===== src/rtl/bp_lce_resp_arbiter.sv =====
// N-source LCE response merger: per-source FIFOs feed a single registered
// valid/ready output, arbitrated by fixed priority (with starvation guard) or round-robin.
module bp_lce_resp_arbiter #(
  parameter int num_src_p    = 2,
  parameter int resp_width_p = 96,
  parameter int els_p        = 2,
  parameter int arb_mode_p   = 0,
  parameter int max_wait_p   = 4,
  localparam int src_width_lp = (num_src_p > 1) ? $clog2(num_src_p) : 1
) (
  input  logic                              clk_i,
  input  logic                              reset_i,
  input  logic [num_src_p*resp_width_p-1:0] resp_i,
  input  logic [num_src_p-1:0]              resp_v_i,
  output logic [num_src_p-1:0]              resp_ready_o,
  output logic [resp_width_p-1:0]           lce_resp_o,
  output logic                              lce_resp_v_o,
  input  logic                              lce_resp_ready_i,
  output logic [src_width_lp-1:0]           lce_resp_src_o,
  output logic                              idle_o
);

  localparam int ptr_w_lp = (els_p > 1) ? $clog2(els_p) : 1;
  localparam int cnt_w_lp = $clog2(els_p + 1);
  localparam logic [ptr_w_lp-1:0]     ptr_last_lp = ptr_w_lp'(els_p - 1);
  localparam logic [cnt_w_lp-1:0]     cnt_full_lp = cnt_w_lp'(els_p);
  localparam logic [src_width_lp-1:0] src_last_lp = src_width_lp'(num_src_p - 1);

  logic [resp_width_p-1:0] r_mem  [num_src_p][els_p];
  logic [ptr_w_lp-1:0]     r_wptr [num_src_p];
  logic [ptr_w_lp-1:0]     r_rptr [num_src_p];
  logic [cnt_w_lp-1:0]     r_cnt  [num_src_p];

  logic                    r_out_v;
  logic [resp_width_p-1:0] r_out_data;
  logic [src_width_lp-1:0] r_out_src;

  logic [num_src_p-1:0]    w_hv;
  logic [num_src_p-1:0]    w_full;
  logic [num_src_p-1:0]    w_ready;
  logic [num_src_p-1:0]    w_enq;
  logic [num_src_p-1:0]    w_deq;
  logic                    w_load;
  logic                    w_gnt_v;
  logic [src_width_lp-1:0] w_gnt_idx;

  always_comb begin
    w_hv   = '0;
    w_full = '0;
    for (int unsigned i = 0; i < num_src_p; i++) begin
      w_hv[i]   = (r_cnt[i] != '0);
      w_full[i] = (r_cnt[i] == cnt_full_lp);
    end
  end

  // Ready depends only on FIFO occupancy (and reset), never on downstream ready.
  assign w_ready = ~w_full & {num_src_p{~reset_i}};
  assign w_enq   = resp_v_i & w_ready;
  assign w_load  = ~r_out_v | lce_resp_ready_i;
  assign w_gnt_v = |w_hv;

  always_comb begin
    w_deq = '0;
    if (w_load && w_gnt_v) w_deq[w_gnt_idx] = 1'b1;
  end

  always_ff @(posedge clk_i) begin
    for (int unsigned i = 0; i < num_src_p; i++) begin
      if (w_enq[i]) r_mem[i][r_wptr[i]] <= resp_i[i*resp_width_p +: resp_width_p];
    end
  end

  always_ff @(posedge clk_i) begin
    if (reset_i) begin
      for (int unsigned i = 0; i < num_src_p; i++) begin
        r_wptr[i] <= '0;
        r_rptr[i] <= '0;
        r_cnt[i]  <= '0;
      end
    end else begin
      for (int unsigned i = 0; i < num_src_p; i++) begin
        if (w_enq[i]) r_wptr[i] <= (r_wptr[i] == ptr_last_lp) ? '0 : r_wptr[i] + ptr_w_lp'(1);
        if (w_deq[i]) r_rptr[i] <= (r_rptr[i] == ptr_last_lp) ? '0 : r_rptr[i] + ptr_w_lp'(1);
        if (w_enq[i] && !w_deq[i])      r_cnt[i] <= r_cnt[i] + cnt_w_lp'(1);
        else if (!w_enq[i] && w_deq[i]) r_cnt[i] <= r_cnt[i] - cnt_w_lp'(1);
      end
    end
  end

  generate
    if (arb_mode_p == 0) begin : g_fixed
      if (max_wait_p > 0) begin : g_guard
        localparam int wait_w_lp = $clog2(max_wait_p + 1);
        localparam logic [wait_w_lp-1:0] wait_max_lp = wait_w_lp'(max_wait_p);

        logic [wait_w_lp-1:0] r_wait [num_src_p];
        logic [num_src_p-1:0] w_starved;
        logic [num_src_p-1:0] w_pick;

        always_comb begin
          w_starved = '0;
          for (int unsigned i = 0; i < num_src_p; i++)
            w_starved[i] = w_hv[i] & (r_wait[i] == wait_max_lp);
        end

        // Starved sources pre-empt the plain priority order; lowest index wins within a set.
        always_comb begin
          w_pick    = (|w_starved) ? w_starved : w_hv;
          w_gnt_idx = '0;
          for (int unsigned k = 0; k < num_src_p; k++)
            if (w_pick[num_src_p-1-k]) w_gnt_idx = src_width_lp'(num_src_p - 1 - k);
        end

        always_ff @(posedge clk_i) begin
          if (reset_i) begin
            for (int unsigned i = 0; i < num_src_p; i++) r_wait[i] <= '0;
          end else if (w_load && w_gnt_v) begin
            for (int unsigned i = 0; i < num_src_p; i++) begin
              if (w_gnt_idx == src_width_lp'(i))
                r_wait[i] <= '0;
              else if (w_hv[i] && r_wait[i] != wait_max_lp)
                r_wait[i] <= r_wait[i] + wait_w_lp'(1);
            end
          end
        end
      end else begin : g_plain
        always_comb begin
          w_gnt_idx = '0;
          for (int unsigned k = 0; k < num_src_p; k++)
            if (w_hv[num_src_p-1-k]) w_gnt_idx = src_width_lp'(num_src_p - 1 - k);
        end
      end
    end else begin : g_rr
      logic [src_width_lp-1:0] r_rr;

      function automatic int unsigned rot(input int unsigned base, input int unsigned off);
        int unsigned s;
        s = base + off;
        if (s >= num_src_p) s = s - num_src_p;
        return s;
      endfunction

      // Scan from the far end of the search order so the entry nearest r_rr wins.
      always_comb begin
        w_gnt_idx = '0;
        for (int unsigned k = 0; k < num_src_p; k++)
          if (w_hv[rot(32'(r_rr), num_src_p - 1 - k)])
            w_gnt_idx = src_width_lp'(rot(32'(r_rr), num_src_p - 1 - k));
      end

      always_ff @(posedge clk_i) begin
        if (reset_i)
          r_rr <= '0;
        else if (w_load && w_gnt_v)
          r_rr <= (w_gnt_idx == src_last_lp) ? '0 : w_gnt_idx + src_width_lp'(1);
      end
    end
  endgenerate

  always_ff @(posedge clk_i) begin
    if (reset_i) begin
      r_out_v    <= 1'b0;
      r_out_data <= '0;
      r_out_src  <= '0;
    end else if (w_load) begin
      r_out_v <= w_gnt_v;
      if (w_gnt_v) begin
        r_out_data <= r_mem[w_gnt_idx][r_rptr[w_gnt_idx]];
        r_out_src  <= w_gnt_idx;
      end
    end
  end

  assign resp_ready_o = w_ready;
  assign lce_resp_v_o = r_out_v & ~reset_i;
  assign lce_resp_o   = reset_i ? '0 : r_out_data;
  assign idle_o       = reset_i | (~|w_hv & ~r_out_v);

  generate
    if (num_src_p == 1) begin : g_src_tie
      assign lce_resp_src_o = '0;
    end else begin : g_src_reg
      assign lce_resp_src_o = reset_i ? '0 : r_out_src;
    end
  endgenerate

endmodule


===== config.mk =====
export PLATFORM = sky130hd
export DESIGN_NAME = bp_lce_resp_arbiter
export DESIGN_NICKNAME = d
export VERILOG_FILES = /design/src/rtl/bp_lce_resp_arbiter.sv
export SDC_FILE = /design/constraint.sdc
export NUM_CORES = 1
export LEC_CHECK = 0
export BUFFER_PORTS_ARGS = -buffer_cell sky130_fd_sc_hd__buf_2
export CAP_MARGIN = 5
export CORE_MARGIN = 2
export CORE_UTILIZATION = 40
export DETAILED_ROUTE_END_ITERATION = 6
export GPL_TIMING_DRIVEN = 0
export PLACE_DENSITY = 0.65
export SYNTH_ARGS = -nofsm -noshare
export SYNTH_HDL_FRONTEND = slang
export SYNTH_SLANG_ARGS = --single-unit

===== constraint.sdc =====
create_clock -name clk_i -period 5.65 [get_ports clk_i]
set_input_delay 1.13 -clock clk_i [delete_from_list [all_inputs] [get_ports clk_i]]
set_output_delay 1.13 -clock clk_i [all_outputs]
set_load 0.02 [all_outputs]

# Yosys cells after proc, flatten, opt, wreduce, memory -nomap -nowiden

Memory sizes are Yosys's and may differ from the RTL's.
Cells that the tools add are included.

Flip-flop bits (word level): 98
Bits in writable memories: 398
Bits of input ports: 197
Word-level logic and storage cells: 156
Memories kept: 5

$add $sub $neg: 10
$lt $le $gt $ge: 7
Equal/unequal tests: 6
Muxes and demuxes: 79
Bitwise operators: 26
Reduce and logical (&&, ||, !) cells: 20

Memories:

| memory                 | depth | bits a word | rd ports | clocked after Yosys merged registers in | wr ports | RTL line | RTL |
|---|---|---|---|---|---|---|---|
| r_mem                  | 2     | 192         | 1        | 0                                       | 2        | 29       | `logic [resp_width_p-1:0] r_mem [num_src_p][els_p];` |
| g_fixed.g_guard.r_wait | 2     | 3           | 2        | 0                                       | 2        | 96       | `logic [wait_w_lp-1:0] r_wait [num_src_p];` |
| r_cnt                  | 2     | 2           | 2        | 0                                       | 2        | 32       | `logic [cnt_w_lp-1:0] r_cnt [num_src_p];` |
| r_rptr                 | 2     | 1           | 3        | 0                                       | 2        | 31       | `logic [ptr_w_lp-1:0] r_rptr [num_src_p];` |
| r_wptr                 | 2     | 1           | 2        | 0                                       | 2        | 30       | `logic [ptr_w_lp-1:0] r_wptr [num_src_p];` |

Operator list:

| cell                | number |
|---|---|
| $mux 96             | 6 |
| $mux 192            | 2 |
| $demux 96 s1        | 2 |
| $mux 1              | 58 |
| $or 1x1->1          | 14 |
| $mux 2              | 6 |
| $mux 3              | 4 |
| $logic_and 1x1->1   | 10 |
| $add 3x1->3 const B | 2 |
| $eq 3x3->1 const B  | 2 |
| $ge 2x2->1 const B  | 3 |
| $ne 3x3->1 const B  | 2 |
| $not 1->2           | 3 |
| $logic_not 1->1     | 5 |
| $add 1x1->1 const B | 4 |
| $add 2x1->2 const B | 2 |
| $and 1x1->1         | 4 |
| $and 2x2->2         | 2 |
| $eq 2x2->1 const B  | 2 |
| $lt 2x1->1 const B  | 2 |
| $reduce_bool 2->1   | 2 |
| $reduce_or 2->1     | 2 |
| $sub 2x1->2 const B | 2 |
| $lt 1x2->1 const B  | 1 |
| other kinds (5)     | 6 |

# Depth between registers and ports, before layout

Depth after elaboration: 18
Depth in mapped cells: 10
Mapped depth without buffers: 7

# Least setup slack after synthesis

Ideal clock, no wire load.

Kind: input -> register
From: input port reset_i
To: memory r_mem[0][100] in the netlist's numbering (enable)
Library setup time: 0.552 ns
Arrival time: 5.886 ns
Required time: 5.098 ns
Slack: -0.788 ns
Cell stages on the path: 4
Cell sequence: clkbuf_1 nor2_1 nand2_1 nor2_1

RTL lines:

| what        | RTL line | RTL |
|---|---|---|
| from (decl) | 12       | `input logic reset_i,` |
| to (decl)   | 29       |  |

# Worst setup path after layout

From: input port reset_i
To: output port lce_resp_o[47]

Word-level cells in the longest chain between the ends: 1

Ends and longest elaborated chain:

| what      | RTL line | RTL |
|---|---|---|
| $mux 96   | 176      | `assign lce_resp_o = reset_i ? '0 : r_out_data;` |
| to (decl) | 16       | `output logic [resp_width_p-1:0] lce_resp_o,` |

Every way passes these cells.

==> reports/qor.yml <==
placed_design:
  dpl.hpwl_mm: 35.3
  io_buffers: 297
  dpl_cell_area_um2: 22000
  routabilityCongestion: 0.801
timing:
  relSlewSlack_pct: 17.1
  hold_viol_final: 0
  rsz0062_at_grt: "no"
  tightest_slew_ns: 1.24
  final_max_slew_viol_count: 0
  hold_slack_ns: 0.471
  fmax_ghz: 0.245
  fin_skew_ns: 0.0122
  fin_crit_ns: 4.09
  finalSetupViolations: 0
  finalCritPeriodShare_pct: 72.3
worst_hold_path:
  min_from: "r_out_src$_SDFFE_PP0N_"
  hold_end: "r_out_src$_SDFFE_PP0N_"
  hold_path_class: "reg -> reg"
  hold_depth: 1
drt:
  ant_nets: 0
  dr.pass1.iters: 5
  vias: 12112
  via_per_inst: 5.12
  post_drt_wl_per_cell_um: 22.1
  drc: 0
  wl_mm: 52.3
  dr.first_iter.drc_count: 813
power:
  p_total_mw: 11.9
  p_clk_share_pct: 29.2
  swShare_pct: 32.8
  p_per_area_nw_per_um2: 501
  seqPwrFrac_pct: 39.3
  ir_worst_vdd_uv: 355
  p_switching_mw: 3.91
  leakage_nw: 8.66
  p_comb_share_pct: 31.6
  intPower_mw: 8.00
critical_path:
  cp.arrival_ns: 2.96
  r2r_cells: 6
  crit_path_start_kind: "primary input"
  cp.required_ns: 4.52
  path_max_fanout: 10
  r2r_start: "r_cnt[1][0]$_DFFE_PP_"
  reg2reg_to: "r_cnt[1][1]$_DFFE_PP_"
  critical_path_class: "in -> out"
  cp-end-kind: "output port"
  startpoint: "reset_i"
  ff2ff_setup_slack_ns: 2.95
synthesis:
  synth_top_cell_by_area: "edfxtp_1"
  seq_area_frac_synth_pct: 71.2
  yosysTopAreaCellShare_pct: 61.2
  synth_fp_nets: 1546
  syn_area_um2: 19500
  ys_types: 40
  synth_seq_cells: 496
  async_flop_share_pct: 0
  syn_area_per_cell_um2: 14.5
  synthCells: 1343
  synth_edf_count: 398
  synth_flop_cell: "edfxtp_1"
  ys_warn_count: 0
  synth_area_leaders: "edfxtp_1 (61%), dfxtp_1 (10%), o21ai_0 (6.3%), mux2_2 (5.5%), mux2i_1 (4.9%)"
cts:
  cts_resized: 0
  hold_buffers: 0
  cts_tree: "yes"
  numCtsBuffers: 52
  numClockSinks: 496
  htreeDepth: 2
  clk_path_buf_depth: 3
  cts-root-buf: "clkbuf_16"
  clkLatencyLatePin_ns: 0.59
  post_cts_buffers: 0
  path_clk_slew_ns: 0.06
finish:
  nFillCells: 4144
  layout.nets: 1906
  syn_to_final_growth_pct: 21.7
  final_cell_area_um2: 23800
  drive_gt1_share_pct: 29.8
global_route:
  grt-ovfl-total: 0
  grt_util_all_layers_pct: 20.4
  grt_pass1_wl_mm: 75.7
  grt_max_degree: 53
  grt_pass1_vias: 12531
  antenna_found_initial: 11
flow_run:
  cap_violations: 0
status:
  status: "completed"
die:
  die_y_um: 225
  initial_utilization_pct: 40.7
  fp.dieArea_um2: 50600
  io_pins: 298
  row_count: 80
  coreArea_um2: 47900
  die_x_um: 225
[power by group through the flow]
stage / Clock, mW / Sequential (mW) / Combinational (mW)
CTS: 3.56 / 4.68 / 3.82
global placement: 0 / 4.77 / 3.69
detailed placement: 0 / 4.75 / 3.80
finish: 3.47 / 4.68 / 3.76
floorplan: 0 / 4.73 / 2.50
global route: 3.69 / 4.72 / 4.14
[how the worst max path moves through the flow]
| stage | endpoint | slack, ns | cells past startpoint |
|---|---|---|---|
| 2_1_floorplan | r_mem[0][100]$_DFFE_PP_ | 0.83 | 4 |
| 3_3_place_gp | r_mem[0][146]$_DFFE_PP_ | -1.20 | 5 |
| 3_5_place_dp | lce_resp_o[18] | 1.51 | 5 |
| 4_1_cts | lce_resp_o[18] | 1.51 | 5 |
| 5_1_grt | lce_resp_o[84] | 1.45 | 5 |
| 6_report | lce_resp_o[47] | 1.56 | 5 |
[layout by cell type (no fill, tap or decap), types with 2 or more instances in the layout]
cell / synthesis / routed
a31oi_1: 6 / 6
diode_2: 0 / 3
buf_12: 0 / 6
nand2b_1: 99 / 99
inv_1: 10 / 10
o21ai_0: 244 / 244
buf_16: 0 / 3
clkbuf_1: 53 / 66
nor2b_1: 99 / 99
clkinv_4: 0 / 2
clkbuf_8: 0 / 8
buf_2: 18 / 315
nor2_1: 15 / 13
dfxtp_1: 98 / 98
buf_6: 4 / 4
ha_1: 6 / 6
bufinv_16: 0 / 5
mux2i_1: 96 / 96
clkinv_1: 0 / 4
nor2_4: 1 / 3
xnor2_1: 3 / 3
a21oi_1: 7 / 7
o21a_1: 2 / 2
clkinv_2: 0 / 6
clkinvlp_4: 0 / 4
o21ai_1: 48 / 48
edfxtp_1: 398 / 398
buf_1: 2 / 2
clkbuf_2: 7 / 7
mux2_2: 96 / 96
clkbuf_16: 0 / 53
inv_6: 0 / 2
nand2_1: 11 / 11
[cell type report]
type	count	area (µm²)	share of cell area (%)
Sequential cell	496	13900	58.5
Multi-Input combinational cell	752	5220	22.0
Timing Repair Buffer	306	1690	7.11
Clock buffer	74	1490	6.25
Tap cell	615	769	3.24
Buffer	85	384	1.62
Clock inverter	23	260	1.10
Inverter	10	37.5	0.158
Antenna cell	3	7.51	0.0316
[worst max-delay path: stages]
cell,delay [ns]
buf_2,0.16
clkbuf_1,0.43
clkbuf_1,0.81
nor2b_1,0.18
buf_2,0.23
[sequential cells by signal (all words and copies together), names as in the netlist]
| register | flops |
|---|---|
| r_out_data | 96 |
| r_mem | 384 |
| g_fixed.g_guard.r_wait | 6 |
| r_out_src | 1 |
| r_out_v | 1 |
| r_wptr | 2 |
| r_cnt | 4 |
| r_rptr | 2 |
[synth_stat cells, types with 2 or more instances]
cell	instances
ha_1	6
nand2_1	11
clkbuf_2	7
o21a_1	2
mux2_2	96
o21ai_0	244
inv_1	10
edfxtp_1	398
o21ai_1	48
nand2b_1	99
and3_1	2
buf_6	4
a31oi_1	6
a21oi_1	7
mux2i_1	96
clkbuf_1	53
and2_1	2
nor2b_1	99
xnor2_1	3
buf_1	2
nor2_1	15
buf_2	18
dfxtp_1	98
[logic make-up (layout without fill, tap and decap cells)]
group | after synthesis | count (layout) | synth area share (%)
flip-flops | 496 | 496 | 71.2
AND/OR/NAND/NOR | 237 | 237 | 7.29
other | 0 | 3 | 0
adder cells (fa/ha/maj) | 6 | 6 | 0.384
buffers and inverters | 95 | 498 | 2.16
multiplexers | 192 | 192 | 10.5
AO/OA/AOI/OAI | 314 | 314 | 8.35
XOR/XNOR | 3 | 3 | 0.135
[routing by layer]
layer | global-route usage [%] | wire, µm
met3 | 4.26 | 3090
met4 | 6.41 | 1180
met5 | 0 | 117
met2 | 34.8 | 25800
met1 | 26.0 | 22100
[through the flow]
stage | cells | setup slack (ns) | setup TNS [ns] | util, %
2_1_floorplan | 1343 | 0.827 | 0 | -
3_3_place_gp | 2255 | -1.20 | -357.23 | 45.5
3_5_place_dp | 2264 | 1.51 | 0 | 45.9
4_1_cts | 2361 | 1.51 | 0 | 49.6
5_1_grt | 2363 | 1.45 | 0 | 49.6
6_report | 2364 | 1.56 | 0 | 49.6
(Power assumes the default switching activity.)
